<file path="src/rtl/dmem_arbiter.sv">
// Two-port round-robin arbiter in front of a single-ported data memory.
// Each transaction is IDLE -> ACCESS -> RESP; misaligned or out-of-range addresses answer with an error.
module dmem_arbiter #(
  parameter int WORD  = 64,
  parameter int DEPTH = 32
) (
  input  logic            im_clk,
  input  logic            rst_n,
  input  logic            m0_req,
  input  logic            m0_we,
  input  logic [WORD-1:0] m0_addr,
  input  logic [WORD-1:0] m0_wdata,
  input  logic            m1_req,
  input  logic            m1_we,
  input  logic [WORD-1:0] m1_addr,
  input  logic [WORD-1:0] m1_wdata,
  output logic            m0_gnt,
  output logic            m0_rvalid,
  output logic [WORD-1:0] m0_rdata,
  output logic            m0_err,
  output logic            m1_gnt,
  output logic            m1_rvalid,
  output logic [WORD-1:0] m1_rdata,
  output logic            m1_err,
  output logic            mem_read,
  output logic            mem_write,
  output logic [WORD-1:0] mem_addr,
  output logic [WORD-1:0] mem_wdata,
  input  logic [WORD-1:0] mem_rdata,
  output logic            busy
);

  typedef enum logic [1:0] {
    IDLE   = 2'd0,
    ACCESS = 2'd1,
    RESP   = 2'd2
  } state_t;

  localparam logic [WORD-1:0] ADDR_LIMIT = WORD'(DEPTH * 8);

  state_t          r_state;
  logic            r_id;
  logic            r_we;
  logic            r_err;
  logic            r_last;
  logic [1:0]      r_gnt;
  logic [1:0]      r_rvalid;
  logic [1:0]      r_err_out;
  logic            r_mem_read;
  logic            r_mem_write;
  logic [WORD-1:0] r_mem_addr;
  logic [WORD-1:0] r_mem_wdata;
  logic [WORD-1:0] r_rdata0;
  logic [WORD-1:0] r_rdata1;
  logic            r_busy;

  logic            w_any;
  logic            w_win;
  logic            w_we_sel;
  logic [WORD-1:0] w_addr_sel;
  logic [WORD-1:0] w_wdata_sel;
  logic            w_addr_bad;
  logic            w_pass0;
  logic            w_pass1;

  // Round-robin winner selection and address legality check for the candidate request
  always_comb begin
    w_any = m0_req | m1_req;
    if (m0_req && m1_req) begin
      w_win = ~r_last;
    end else if (m1_req) begin
      w_win = 1'b1;
    end else begin
      w_win = 1'b0;
    end
    w_we_sel    = w_win ? m1_we    : m0_we;
    w_addr_sel  = w_win ? m1_addr  : m0_addr;
    w_wdata_sel = w_win ? m1_wdata : m0_wdata;
    w_addr_bad  = (w_addr_sel[2:0] != 3'd0) || (w_addr_sel >= ADDR_LIMIT);
  end

  // Transaction FSM with all requester- and memory-side outputs registered
  always_ff @(posedge im_clk or negedge rst_n) begin
    if (!rst_n) begin
      r_state     <= IDLE;
      r_id        <= 1'b0;
      r_we        <= 1'b0;
      r_err       <= 1'b0;
      r_last      <= 1'b1;
      r_gnt       <= 2'b00;
      r_rvalid    <= 2'b00;
      r_err_out   <= 2'b00;
      r_mem_read  <= 1'b0;
      r_mem_write <= 1'b0;
      r_mem_addr  <= '0;
      r_mem_wdata <= '0;
      r_rdata0    <= '0;
      r_rdata1    <= '0;
      r_busy      <= 1'b0;
    end else begin
      r_gnt       <= 2'b00;
      r_rvalid    <= 2'b00;
      r_err_out   <= 2'b00;
      r_mem_read  <= 1'b0;
      r_mem_write <= 1'b0;
      r_mem_addr  <= '0;
      r_mem_wdata <= '0;
      case (r_state)
        IDLE: begin
          if (w_any) begin
            r_state        <= ACCESS;
            r_busy         <= 1'b1;
            r_id           <= w_win;
            r_we           <= w_we_sel;
            r_err          <= w_addr_bad;
            r_gnt[w_win]   <= 1'b1;
            r_mem_addr     <= w_addr_sel;
            r_mem_wdata    <= w_wdata_sel;
            r_mem_read     <= ~w_addr_bad & ~w_we_sel;
            r_mem_write    <= ~w_addr_bad & w_we_sel;
          end else begin
            r_state <= IDLE;
            r_busy  <= 1'b0;
          end
        end
        ACCESS: begin
          r_state             <= RESP;
          r_rvalid[r_id]      <= 1'b1;
          r_err_out[r_id]     <= r_err;
          // An error response must present zero data alongside rvalid
          if (r_err) begin
            if (r_id) begin
              r_rdata1 <= '0;
            end else begin
              r_rdata0 <= '0;
            end
          end
        end
        RESP: begin
          r_state <= IDLE;
          r_busy  <= 1'b0;
          r_last  <= r_id;
          if (!r_we && !r_err) begin
            if (r_id) begin
              r_rdata1 <= mem_rdata;
            end else begin
              r_rdata0 <= mem_rdata;
            end
          end
        end
        default: begin
          r_state <= IDLE;
          r_busy  <= 1'b0;
        end
      endcase
    end
  end

  // Load data is forwarded during RESP only; the holding register keeps it afterwards
  assign w_pass0 = (r_state == RESP) && !r_we && !r_err && !r_id;
  assign w_pass1 = (r_state == RESP) && !r_we && !r_err && r_id;

  assign m0_gnt    = r_gnt[0];
  assign m1_gnt    = r_gnt[1];
  assign m0_rvalid = r_rvalid[0];
  assign m1_rvalid = r_rvalid[1];
  assign m0_err    = r_err_out[0];
  assign m1_err    = r_err_out[1];
  assign m0_rdata  = w_pass0 ? mem_rdata : r_rdata0;
  assign m1_rdata  = w_pass1 ? mem_rdata : r_rdata1;
  assign mem_read  = r_mem_read;
  assign mem_write = r_mem_write;
  assign mem_addr  = r_mem_addr;
  assign mem_wdata = r_mem_wdata;
  assign busy      = r_busy;

endmodule

</file>
<file path="config.mk">
export PLATFORM = sky130hd
export DESIGN_NAME = dmem_arbiter
export DESIGN_NICKNAME = d
export VERILOG_FILES = /design/src/rtl/dmem_arbiter.sv
export SDC_FILE = /design/constraint.sdc
export NUM_CORES = 1
export LEC_CHECK = 0
export BUFFER_PORTS_ARGS = -buffer_cell sky130_fd_sc_hd__buf_2
export CORE_AREA = 2 2 232 234
export CTS_BUF_LIST = sky130_fd_sc_hd__clkbuf_4 sky130_fd_sc_hd__clkbuf_8
export DETAILED_ROUTE_END_ITERATION = 10
export DIE_AREA = 0 0 234 236
export PLACE_DENSITY_LB_ADDON = 0.2
export SLEW_MARGIN = 20
export SYNTH_ARGS = -nofsm -noshare
export SYNTH_HDL_FRONTEND = slang
export SYNTH_SLANG_ARGS = --single-unit
</file>
<file path="constraint.sdc">
create_clock -name im_clk -period 2 [get_ports im_clk]
set_input_delay 0.1 -clock im_clk [delete_from_list [all_inputs] [get_ports im_clk]]
set_output_delay 0.1 -clock im_clk [all_outputs]
set_load 0.05 [all_outputs]
</file>
==> impl_results.md <==
* Status: finished with violations
* Violated checks: negative setup slack
* Syn Inst Count at 932
* Clk slew on worst S/H paths at 0.07 ns
* Area delta synth->final at 89.1%
* Simple-gate share of the synthesized area at 0.0710
* Sequential share of power at 0.325
* Routed WL per cell at 19.5 µm
* Vias per inst at 4.50
* Via count at 11,893
* CP peak stage delay at 0.45 ns
* DRC at 0
* Core area at 53,100 µm²
* Share of post-route cells with drive strength above 1 at 0.465
* Compound-Gate Fraction of Synth Area at 0.180
* # setup viols final at 128
* Relative slew slack at 0.671
* Critical path class: reg2out
* VDD IR max at 0.000576 V
* WP buf/inv at 4
* Pwr/cell area at 936 nW/µm²
* Gr ovfl total at 0
* Mapped Area at 11,600 µm²
* Routed WL at 51,500 µm
* H-tree levels at 2
* RD Place Congestion at 0.968
* Num ports at 591
* Slowest cell on crit path: dfrtp_2
* Final Hold Vio Count at 0
* Design Area, Final at 21,900 µm²
* Area post-placement at 15,500 µm²
* Chip height at 236 µm
* Synthesized net count at 1,258
* Largest net degree at the start of global routing at 78
* FMAX at 413 MHz
* CP max FO at 7
* TritonCTS Buffers at 51
* Number of synthesized register bits at 271
* Number of global-route vias before repair at 12,847
* Post-route ant nets at 0
* Final net count at 2,232
* Total leakage power at 0.0109 µW
* Initial antenna violation count at 1
* CP startpoint: r_err
* Final worst slack at -0.419 ns
* CP dominant cell by count: buf_8
* CTS tree: yes
* Post-synthesis sequential area ratio at 0.587
* YS warnings at 0
* Reg area at 6790 µm²
* Clk pwr share at 0.290
* Main synth FF type: dfrtp_1
* Filler instances at 4,977
* Overall power at 20,500 µW
* Footprint of the multi-input gates at 4780 µm²
* First-pass GRT wire length at 75,400 µm
* Min-delay worst type: in2async
* RSZ-0062 raised after global routing: yes
* EDFF count, synth at 0
* Hpwl dp at 32,700 µm
* Combinational share of power at 0.385
* Clock skew at 0.0252 ns
* Crit path capture type: output port
* Reg2Reg Setup Slack at 0.08 ns
* Post-synthesis adder-cell area fraction at 0
* Die area at 55,200 µm²
* CP required at 1.90 ns
* Synth cell types at 32
* Initial Util at 0.218
* R2R depth at 9
* Clock Sinks at 271
* Launching point of the worst reg2reg path: r_state[1]
* Switching fraction of total power at 0.416
* Average size of a mapped cell at 12.4 µm²
* Crit-path leading delay family: buffers and inverters
* CTS root buffer: clkbuf_8
* RR Endpoint: r_rdata1[34]
* Final min period at 2.42 ns
* Ys async rst share at 1.00
* Period utilization at 1.21
* Worst Max-Slew Pin Slew at 0.491 ns
* Mux contribution to synthesized area at 0.127
* Bufs on Longest Clock Path at 3
* Internal power at 12,000 µW
* Skew-Pair Late Insertion Delay at 0.61 ns
* Die width at 234 µm
* Max-cap violation count at 0
* Global Route Usage Sum at 0.178
* Largest family of logic cells by synthesized area: compound AO/OA/AOI/OAI gates
* Number of port buffers at 590
* Detailed Routing Iterations Pass 1 at 5
* Startpoint Class: register
* Starting DRT DRC Count at 600
* Final slew viol count at 0
* Worst EP arrival at 2.32 ns
* Xor and xnor area share after synthesis at 0
* Row cnt at 85
* Crit-path cells: nor4_4, buf_6, buf_12, buf_8, mux2_4, buf_8
* Net Switching at 8520 µW
==> tightest hold or removal path, delay by kind of cell <==
| family | cells | cell delay, ns |
|---|---|---|
| buffers and inverters | 3 | 0.92 |
==> Yosys cell counts, drive strengths merged, types with 2 or more instances <==
master  count  area, µm²
inv         3       11.3
a21oi      65        325
nor4       29        181
a22o      192       1680
nor2        5       18.8
clkbuf     16       60.1
and2        3       18.8
mux2      129       1450
o21ai       2       10.0
nor3        6       35.0
nand2b      2       12.5
dfrtp     270       6760
buf        60        335
o22ai       2       26.3
nand2     131        492
nand4       8       50.1
==> worst max-delay path by stage <==
| stage | end | slack [ns] | cells after the start |
|---|---|---|---|
| 6_report | m0_rdata[11] | -0.42 | 6 |
| 5_1_grt | m0_rdata[11] | -0.54 | 6 |
| 4_1_cts | m0_rdata[38] | -0.56 | 7 |
| 3_5_place_dp | m0_rdata[22] | 0.04 | 6 |
| 3_3_place_gp | m1_rdata[33] | 0.09 | 6 |
| 2_1_floorplan | m1_rdata[47] | 0.15 | 6 |
==> power groups by stage <==
stage	logic, µW	registers, µW	clock network [µW]
global route	8280	6730	6440
CTS	7900	6650	6200
global placement	7340	6690	0
detailed placement	7330	6700	0
floorplan	1740	9670	0
finish	7890	6650	5930
==> sequential cells by signal (all words and copies together), names as in the netlist <==
signal	flops
r_rdata0	64
r_rdata1	64
r_err	1
r_err_out	2
mem_write	1
r_gnt	2
r_we	1
r_last	1
mem_wdata	64
r_rvalid	2
r_state	2
r_id	1
mem_read	1
mem_addr	64
busy	1
==> final cells by class <==
type                       count  area share
sequential                   271       0.310
timing repair buffer         997       0.380
clock buffer                  79      0.0457
multi-input combinational    582       0.219
antenna                        1    0.000114
inverter                       3    0.000515
tap                          696      0.0398
clock inverter                11     0.00492
==> timing repair <==
item	CTS	global route
gates resized for setup	348	86
cloned	9	3
setup endpoints to repair	128	173
buffers inserted	27	5
pin swaps	2	1
endpoints found under the hold margin	532	0
hold buffers	327	0
==> cell usage in the layout, fill, tap and decap left out, types with 2 or more instances in the layout <==
cell type,count
mux2_4,90
a22o_1,192
dfrtp_2,3
inv_1,2
bufinv_16,2
and2_1,2
nor4_1,28
nor2_1,4
clkinv_2,8
bufbuf_16,6
a21oi_1,65
mux2_1,2
buf_2,461
clkbuf_16,3
buf_12,20
nand2_1,131
dlygate4sd3_1,326
buf_8,51
clkbuf_4,14
nand4_1,8
clkbuf_8,65
nor3_1,4
buf_6,85
mux2_2,37
dfrtp_1,267
buf_4,45
==> logic make-up after synthesis <==
family | Yosys count
buffers and inverters | 79
AO/OA/AOI/OAI | 266
flip-flops | 271
AND/OR/NAND/NOR | 186
multiplexers | 130
==> metal layers <==
layer | part of all wire | routed length (µm) | vias to the layer above | GRT usage
met2 | 0.49 | 25200 | 553 | 0.299
met3 | 0.074 | 3790 | 146 | 0.0522
li1 | - | - | 5410 | -
met5 | 0 | 0 | - | 0
met1 | 0.39 | 20000 | 5784 | 0.205
met4 | 0.049 | 2510 | 0 | 0.0905
==> per-stage QoR <==
| stage | worst slack [ns] | cells | setup TNS, ns | hold slack [ns] | util |
|---|---|---|---|---|---|
| floorplan | 0.151 | 932 | 0 | -0.196 | - |
| global route | -0.537 | 2640 | -61.22 | 0.0273 | 0.412 |
| finish | -0.419 | 2640 | -44.91 | 0.0702 | 0.412 |
| global placement | 0.0851 | 2183 | 0 | -0.0125 | 0.292 |
| CTS | -0.561 | 2636 | -61.13 | 0.00400 | 0.406 |
| detailed placement | 0.0362 | 2183 | 0 | -0.0191 | 0.292 |
(Power assumes the default switching activity.)
